### src/rtl/cnn_pkg.sv
// rtl/cnn_pkg.sv - shared CNN datapath types, constants and helpers
//
// Contents:
//   CNN_DATA_WIDTH : default activation width (unsigned, matches ReLU output)
//   MAX_WIDTH      : widest operand accepted by the compare helpers
//   pixel_t        : default-width activation type
//   max2()         : unsigned two-input maximum, shared by all pooling stages

package cnn_pkg;

  localparam int CNN_DATA_WIDTH = 8;

  // Compare helpers operate at this width. Callers zero-extend their operands
  // and truncate the result, so a single function serves every DATA_WIDTH
  // up to this bound.
  localparam int MAX_WIDTH = 32;

  typedef logic [CNN_DATA_WIDTH-1:0] pixel_t;

  // Unsigned maximum. On a tie either operand is correct; a is returned.
  function automatic logic [MAX_WIDTH-1:0] max2(
    input logic [MAX_WIDTH-1:0] a,
    input logic [MAX_WIDTH-1:0] b
  );
    return (a >= b) ? a : b;
  endfunction

endpackage

### src/rtl/pool_line_buffer.sv
// rtl/pool_line_buffer.sv - simple dual-port line buffer for partial row maxima
//
// Ports:
//   clk      : write clock
//   wr_en    : write strobe, sampled on the rising edge of clk
//   wr_addr  : write address
//   wr_data  : write data
//   rd_addr  : read address
//   rd_data  : combinational read data
//
// The read is asynchronous so that the pooling stage can combine the stored
// top-row maximum with the current bottom-row pixels in the same cycle and
// still meet its one-cycle output latency. Contents are not reset: every
// entry is written on an even row before it is read on the following odd row.

module pool_line_buffer #(
  parameter int DATA_WIDTH = 8,
  parameter int DEPTH      = 16,
  parameter int ADDR_WIDTH = (DEPTH > 1) ? $clog2(DEPTH) : 1
) (
  input  logic                  clk,
  input  logic                  wr_en,
  input  logic [ADDR_WIDTH-1:0] wr_addr,
  input  logic [DATA_WIDTH-1:0] wr_data,
  input  logic [ADDR_WIDTH-1:0] rd_addr,
  output logic [DATA_WIDTH-1:0] rd_data
);

  logic [DATA_WIDTH-1:0] mem [DEPTH];

  always_ff @(posedge clk) begin
    if (wr_en) begin
      mem[wr_addr] <= wr_data;
    end
  end

  assign rd_data = mem[rd_addr];

endmodule

### src/rtl/maxpool2x2_stream.sv
// rtl/maxpool2x2_stream.sv - streaming 2x2 stride-2 max-pooling stage
//
// Ports:
//   clk         : single clock, all state on the rising edge
//   rst_n       : asynchronous active-low reset
//   enable      : stage enable; when low, inputs are ignored and state holds
//   sync_clear  : synchronous frame abort; zeroes counters and partial state
//   in_data     : unsigned activation, raster order, one plane per frame
//   in_valid    : in_data valid this cycle
//   out_data    : pooled activation (holds its last value between outputs)
//   out_valid   : one-cycle pulse per pooled output
//   frame_done  : one-cycle pulse coincident with the last output of a frame
//
// Per accepted pixel at (row, col):
//   even col            : h_reg captures the pixel (left half of the pair)
//   even row, odd col   : linebuf[col/2] <= max(h_reg, pixel)
//   odd row,  odd col   : out_data <= max(linebuf[col/2], h_reg, pixel)
// No backpressure: downstream must take out_data on every out_valid cycle.

module maxpool2x2_stream
  import cnn_pkg::*;
#(
  parameter int DATA_WIDTH = CNN_DATA_WIDTH,
  parameter int IMG_WIDTH  = 32,
  parameter int IMG_HEIGHT = 32
) (
  input  logic                  clk,
  input  logic                  rst_n,
  input  logic                  enable,
  input  logic                  sync_clear,
  input  logic [DATA_WIDTH-1:0] in_data,
  input  logic                  in_valid,
  output logic [DATA_WIDTH-1:0] out_data,
  output logic                  out_valid,
  output logic                  frame_done
);

  localparam int HALF_W = IMG_WIDTH / 2;
  localparam int COL_W  = (IMG_WIDTH  > 1) ? $clog2(IMG_WIDTH)  : 1;
  localparam int ROW_W  = (IMG_HEIGHT > 1) ? $clog2(IMG_HEIGHT) : 1;
  localparam int IDX_W  = (HALF_W     > 1) ? $clog2(HALF_W)     : 1;

  // Odd or degenerate planes cannot be tiled by 2x2 windows.
  generate
    if ((IMG_WIDTH < 2) || ((IMG_WIDTH % 2) != 0)) begin : g_bad_width
      $error("maxpool2x2_stream: IMG_WIDTH must be even and >= 2");
    end
    if ((IMG_HEIGHT < 2) || ((IMG_HEIGHT % 2) != 0)) begin : g_bad_height
      $error("maxpool2x2_stream: IMG_HEIGHT must be even and >= 2");
    end
    if ((DATA_WIDTH < 1) || (DATA_WIDTH > MAX_WIDTH)) begin : g_bad_data
      $error("maxpool2x2_stream: DATA_WIDTH out of range for max2");
    end
  endgenerate

  logic [COL_W-1:0]      col;
  logic [ROW_W-1:0]      row;
  logic [DATA_WIDTH-1:0] h_reg;

  logic                  accept;
  logic                  col_last;
  logic                  row_last;
  logic                  col_odd;
  logic                  row_odd;
  logic [IDX_W-1:0]      idx;
  logic                  lb_we;
  logic [DATA_WIDTH-1:0] lb_rd_data;
  logic [DATA_WIDTH-1:0] pair_max;
  logic [DATA_WIDTH-1:0] window_max;

  // sync_clear has priority over a simultaneous pixel, which is dropped.
  assign accept   = enable && in_valid && !sync_clear;
  assign col_last = (col == COL_W'(IMG_WIDTH - 1));
  assign row_last = (row == ROW_W'(IMG_HEIGHT - 1));
  assign col_odd  = col[0];
  assign row_odd  = row[0];
  assign idx      = IDX_W'(col >> 1);

  // Horizontal maximum of the current pixel pair; on an even row this is
  // the top half of the window, on an odd row it joins the stored top half.
  assign pair_max   = DATA_WIDTH'(max2(MAX_WIDTH'(h_reg), MAX_WIDTH'(in_data)));
  assign window_max = DATA_WIDTH'(max2(MAX_WIDTH'(lb_rd_data), MAX_WIDTH'(pair_max)));

  assign lb_we = accept && col_odd && !row_odd;

  pool_line_buffer #(
    .DATA_WIDTH (DATA_WIDTH),
    .DEPTH      (HALF_W),
    .ADDR_WIDTH (IDX_W)
  ) u_line_buffer (
    .clk     (clk),
    .wr_en   (lb_we),
    .wr_addr (idx),
    .wr_data (pair_max),
    .rd_addr (idx),
    .rd_data (lb_rd_data)
  );

  // Raster position. The row wraps with the last pixel of the frame so a
  // following frame can start on the very next cycle.
  always_ff @(posedge clk or negedge rst_n) begin
    if (!rst_n) begin
      col <= '0;
      row <= '0;
    end else if (sync_clear) begin
      col <= '0;
      row <= '0;
    end else if (accept) begin
      if (col_last) begin
        col <= '0;
        if (row_last) begin
          row <= '0;
        end else begin
          row <= row + 1'b1;
        end
      end else begin
        col <= col + 1'b1;
      end
    end
  end

  // Left pixel of the current horizontal pair.
  always_ff @(posedge clk or negedge rst_n) begin
    if (!rst_n) begin
      h_reg <= '0;
    end else if (sync_clear) begin
      h_reg <= '0;
    end else if (accept && !col_odd) begin
      h_reg <= in_data;
    end
  end

  // Output register: out_valid/frame_done are single-cycle pulses, while
  // out_data keeps the last pooled value until the next window completes.
  always_ff @(posedge clk or negedge rst_n) begin
    if (!rst_n) begin
      out_data   <= '0;
      out_valid  <= 1'b0;
      frame_done <= 1'b0;
    end else begin
      out_valid  <= 1'b0;
      frame_done <= 1'b0;
      if (accept && col_odd && row_odd) begin
        out_data   <= window_max;
        out_valid  <= 1'b1;
        frame_done <= col_last && row_last;
      end
    end
  end

endmodule

### config.mk
export PLATFORM = sky130hd
export DESIGN_NAME = maxpool2x2_stream
export DESIGN_NICKNAME = d
export VERILOG_FILES = /design/src/rtl/cnn_pkg.sv /design/src/rtl/pool_line_buffer.sv /design/src/rtl/maxpool2x2_stream.sv
export SDC_FILE = /design/constraint.sdc
export NUM_CORES = 1
export LEC_CHECK = 0
export CORE_AREA = 2 2 127 141
export CTS_CLUSTER_DIAMETER = 30
export CTS_CLUSTER_SIZE = 24
export DETAILED_ROUTE_END_ITERATION = 8
export DIE_AREA = 0 0 129 143
export PLACE_DENSITY = 0.54
export SYNTH_ARGS = -nofsm -noshare
export SYNTH_HDL_FRONTEND = slang
export SYNTH_SLANG_ARGS = --single-unit
export TNS_END_PERCENT = 100
### constraint.sdc
create_clock -name clk -period 6.7 [get_ports clk]
set_clock_uncertainty 0.15 [all_clocks]
set_input_delay 1.34 -clock clk [delete_from_list [all_inputs] [get_ports clk]]
set_output_delay 1.34 -clock clk [all_outputs]
set_load 0.03 [all_outputs]
== Yosys cells after proc, flatten, opt, wreduce, memory -nomap -nowiden ==
Memory sizes are Yosys's and may differ from the RTL's.
Cells that the tools add are included.
Word-level totals
  logic and storage cells: 42
  bits in registers: 28
  input port bits: 13
  bits in writable memories: 128
  memories kept: 1
Memories
  u_line_buffer.mem: words 16, bits a word 8, rd ports 1, clocked after memory_dff 0, wr ports 1, line pool_line_buffer.sv:29  | logic [DATA_WIDTH-1:0] mem [DEPTH];
Cells by class
  equality and inequality tests: 2
  order comparisons: 2
  reductions and logical operators: 14
  muxes and demuxes: 15
  add/sub/neg operators: 2
Operators with widths (number)
  two-way mux 5 bit: 7
  two-way mux 8 bit: 4
  >= comparator 8 bit: 2
  adder 5 x 1 -> 5 bit, second input constant: 2
  equality test 5 bit, second input constant: 2
  logical AND 1 bit: 7
  nonzero test 2 bit: 3
  two-way mux 1 bit: 4
  logical NOT 1 bit: 3
  AND reduction 2 bit: 1

== Logic depth before layout (Yosys ltp) ==
  depth in word-level cells: 6
  mapped depth: 15
  depth with buffers taken out: 13

== Hierarchy ==
From an unflattened synthesis, not the netlist that was laid out.
Unflattened totals
  cells, all modules: 406
  area, all modules: 6751.5 um^2
By module, submodules not included
  pool_line_buffer: instances 1, area each 4987.3 um^2, cells each 221
  maxpool2x2_stream: instances 1, area each 1764.2 um^2, cells each 185

== Worst setup path after synthesis ==
OpenSTA, ideal clock, no wires.
  path type: input -> register
  start point: in in_data[2]
  end point: reg out_data[0]
  path buffers: 2
  stages: 15
  slack: 2.130 ns
  library setup time: 0.086 ns
  data arrival time: 4.334 ns
  cells stage by stage: inv_1 -> ha_1 -> a211oi_1 -> o21ai_1 -> a41oi_4 -> mux2i_1 -> inv_1 -> ha_1 -> nor3b_1 -> o21ai_1 -> a221o_1 -> buf_6 -> or2_0 -> buf_6 -> o221ai_2
On the way
  word-level cells in the longest chain between the ends: 4
RTL lines
  from (decl): line maxpool2x2_stream.sv:31  | input logic [DATA_WIDTH-1:0] in_data,
  >= comparator 8 bit *: line cnn_pkg.sv:25  | return (a >= b) ? a : b;
  two-way mux 8 bit *: line cnn_pkg.sv:25
  named net pair_max[0]: line maxpool2x2_stream.sv:68  | logic [DATA_WIDTH-1:0] pair_max;
  >= comparator 8 bit: line cnn_pkg.sv:25
  two-way mux 8 bit *: line cnn_pkg.sv:25
  to (signal assigned): line maxpool2x2_stream.sv:144  | out_data <= window_max;
  to (decl): line maxpool2x2_stream.sv:33  | output logic [DATA_WIDTH-1:0] out_data,
The timed path passes the listed nets; every way through them passes the cells marked *.
A chain may end at the register's enable or synchronous reset.

== Worst setup path in the final report ==
Ends and elaborated chain as after synthesis.

==> impl_metrics.py <==
metrics = {
    "floorplanning": {
        "die_h_um": 143,
        "initial_core_util_pct": 39.64,
        "core_area_sq_um": 16950,
        "die_x_um": 129,
        "io_pins": 23,
        "die_area_sq_um": 18450,
        "row_count": 50,
    },
    "power_and_ir_drop": {
        "pwr_density_cell_nw_per_um2": 265.9,
        "peakVddDrop_uv": 175.4,
        "leakagePower_uw": 0.002763,
    },
    "setup_path": {
        "worstReg2RegEnd": "out_data[0]$_DFFE_PN0P_",
        "cpLargestDelayFamily": "compound AO/OA/AOI/OAI gates",
        "startpoint_type": "input pin",
        "arrival_ns": 5.47,
        "crit_buf_inv": 3,
        "required_ns": 6.89,
        "rr_worst_depth": 10,
        "slowest_delay_ns": 0.50,
        "path_class": "input pin to flop",
        "cp_max_fo": 17,
        "cp_slowest_cell": "clkdlybuf4s50_1",
        "regToRegSetupSlack_ns": 2.44,
        "end_kind": "flop",
        "worstReg2RegStart": "col[1]$_DFFE_PN0P_",
        "worstPathCellList": "clkdlybuf4s50_1 -> inv_1 -> ha_1 -> a211oi_1 -> o21ai_1 -> a41oi_4 -> mux2i_1 -> inv_1 -> ha_1 -> nor3b_1 -> o21ai_1 -> a221o_1 -> or2_0 -> o221ai_2",
    },
    "clocking": {
        "cts.repair.resized": 0,
        "cts_root_buffer": "clkbuf_16",
        "worstSkewPairLatency_ns": 0.43,
        "cts.sinks": 156,
        "h-tree-depth": 4,
        "numCtsBuffers": 17,
        "postCtsHoldBufs": 0,
        "cts_tree": "yes",
        "clock_path_buffers": 2,
        "post_cts_buffers": 0,
        "clk_pin_slew_ns": 0.06,
    },
    "route": {
        "wl_mm": 13.66,
        "vias": 3632,
        "drt-vias-per-instance": 5.241,
        "ant_nets": 0,
        "drc": 0,
        "routedWlPerCell_um": 19.71,
        "firstDrtPassIters": 4,
        "first_iter_violations": 326,
    },
    "sta": {
        "setup_viol": 0,
        "hold_ws_ns": 0.3659,
        "worst_slew_pin_slew_ns": 0.8121,
        "clock.fmax_mhz": 189.2,
        "finalMaxSlewViolations": 0,
        "hold_viol": 0,
        "relSlewSlack_pct": 45.66,
        "rsz0062_at_grt": "false",
        "setup_tns_ns": 0,
        "min_period_over_period_pct": 78.88,
        "layout_min_cycle_time_ns": 5.285,
    },
    "place": {
        "dp_cells": 661,
        "port_buffers": 22,
        "placed_area_sq_um": 7193,
        "gp_congestion": 0.8105,
        "dp.final_hpwl_mm": 9.045,
    },
    "synth": {
        "synth_flop_cell": "edfxtp_1",
        "syn_area_per_cell_sq_um": 16.19,
        "ys_seq_area_share_pct": 67.62,
        "ys_warn_count": 0,
        "synth_edf_count": 128,
        "synth_cells": 415,
        "syn_area_sq_um": 6720,
        "async_flop_share_pct": 17.95,
        "synth_nets": 448,
        "synth_seq_cells": 156,
        "synth_cell_type_count": 41,
    },
    "final_layout": {
        "largest_reg_flops": 128,
        "synthToLayoutAreaGrowth_pct": 15.19,
        "stdcell_area_sq_um": 7741,
        "num-fill-cells": 1455,
        "final_nets": 479,
        "drive_gt1_share_pct": 17.43,
        "layout.cells.non_filler": 693,
        "diodes": 0,
    },
    "min_path": {
        "min_to": "out_data[7]$_DFFE_PN0P_",
        "hp-class": "flop to flop",
        "hp-start": "out_data[7]$_DFFE_PN0P_",
        "worstHoldPathCells": 2,
    },
    "global_route": {
        "grtUsageTotal_pct": 16.23,
        "grt_max_degree": 42,
        "grt_pass1_vias": 3809,
        "grt_pass1_wl_mm": 21.47,
        "antenna_found_initial": 0,
        "grt_overflow": 0,
    },
    "status": {
        "status": "completed",
    },
    "job": {
        "cap_violations": 0,
    },
}
how the worst max path moves through the flow:
stage | from | to | slack (ns) | cells after the start
floorplan | in_data[2] | out_data[0]$_DFFE_PN0P_ | 2.13 | 15
global placement | in_data[2] | out_data[0]$_DFFE_PN0P_ | 1.11 | 14
detailed placement | in_data[2] | out_data[0]$_DFFE_PN0P_ | 0.97 | 14
CTS | in_data[2] | out_data[0]$_DFFE_PN0P_ | 1.40 | 14
global route | in_data[2] | out_data[2]$_DFFE_PN0P_ | 0.98 | 14
finish | in_data[2] | out_data[0]$_DFFE_PN0P_ | 1.42 | 14
area by class of cell:
class | count | area (sq um) | area share [%]
Clock buffer | 19 | 432.9 | 5.592
Clock inverter | 13 | 115.1 | 1.487
Inverter | 17 | 63.81 | 0.8243
Multi-Input combinational cell | 224 | 2011 | 25.97
Sequential cell | 156 | 4546 | 58.72
Tap cell | 234 | 292.8 | 3.782
Timing Repair Buffer | 30 | 280.3 | 3.620
power by group:
part	internal, uW	switching, uW
clock	513	385
combinational	31.2	61.1
sequential	1060	4.78
total	1610	451
synthesized netlist by cell type (3+ instances only):
library cell | number | share of area, %
a21oi_1 | 10 | 0.74
a22oi_1 | 14 | 1.6
and3_1 | 3 | 0.28
buf_6 | 4 | 0.67
clkbuf_1 | 9 | 0.50
dfrtp_1 | 28 | 10
edfxtp_1 | 128 | 57
ha_1 | 20 | 3.7
inv_1 | 16 | 0.89
mux2i_1 | 10 | 1.5
mux4_2 | 32 | 11
nand2_1 | 31 | 1.7
nand2b_1 | 9 | 0.84
nand3_1 | 13 | 0.97
nor2_1 | 26 | 1.5
nor2b_1 | 3 | 0.28
nor3_1 | 8 | 0.60
o211ai_2 | 7 | 1.3
o21ai_0 | 11 | 0.82
o21ai_1 | 4 | 0.30
layer usage:
metal | global-route usage [%] | wire length, um
met5 | 0 | 0
met4 | 6.865 | 311
met3 | 3.972 | 466
met2 | 26.15 | 6689
met1 | 21.05 | 6194
logic make-up after synthesis:
| logic type | Yosys count | share of synthesized area (%) |
|---|---|---|
| AOI/OAI and AO/OA | 57 | 6.405 |
| adders and majority gates | 20 | 3.724 |
| buffers and inverters | 35 | 2.458 |
| DFF | 156 | 67.62 |
| muxes | 42 | 12.21 |
| and+or+nand+nor | 105 | 7.578 |
layout by cell type (no fill, tap or decap), types with 2 or more instances in the layout:
cell | Yosys | final
clkinv_4 | 0 | 3
nand2_1 | 31 | 31
nand3b_1 | 2 | 2
o21ai_0 | 11 | 11
edfxtp_1 | 128 | 128
nor2b_1 | 3 | 3
buf_4 | 0 | 8
or4_1 | 2 | 2
a22o_1 | 2 | 2
o211ai_2 | 7 | 7
a21o_1 | 2 | 2
mux4_2 | 32 | 32
clkbuf_16 | 0 | 17
dfrtp_1 | 28 | 27
inv_6 | 0 | 4
and3_1 | 3 | 3
a22oi_1 | 14 | 14
nor3_1 | 8 | 8
clkbuf_1 | 9 | 2
a31oi_1 | 2 | 2
o21ai_1 | 4 | 4
a21oi_1 | 10 | 10
nand3_1 | 13 | 13
inv_1 | 16 | 16
clkdlybuf4s50_1 | 0 | 22
or4b_1 | 2 | 2
nor2_1 | 26 | 26
clkinv_1 | 1 | 2
nand2b_1 | 9 | 9
ha_1 | 20 | 20
clkinv_2 | 0 | 4
mux2i_1 | 10 | 10
tightest hold or removal path: cells and delay by family, from the launching register on:
family,cells,cell delay (ns)
compound gates,1,0.06
flops,1,0.35
simple gates,1,0.07
metrics by stage:
stage | util, % | setup slack, ns | power [uW]
global route | 45.66 | 0.9831 | 2129
finish | 45.66 | 1.415 | 2058
global placement | 42.43 | 1.109 | 1180
CTS | 45.66 | 1.404 | 2078
detailed placement | 42.43 | 0.9718 | 1183
floorplan | - | 2.130 | 1145
Power figures use the tool's default switching activity.
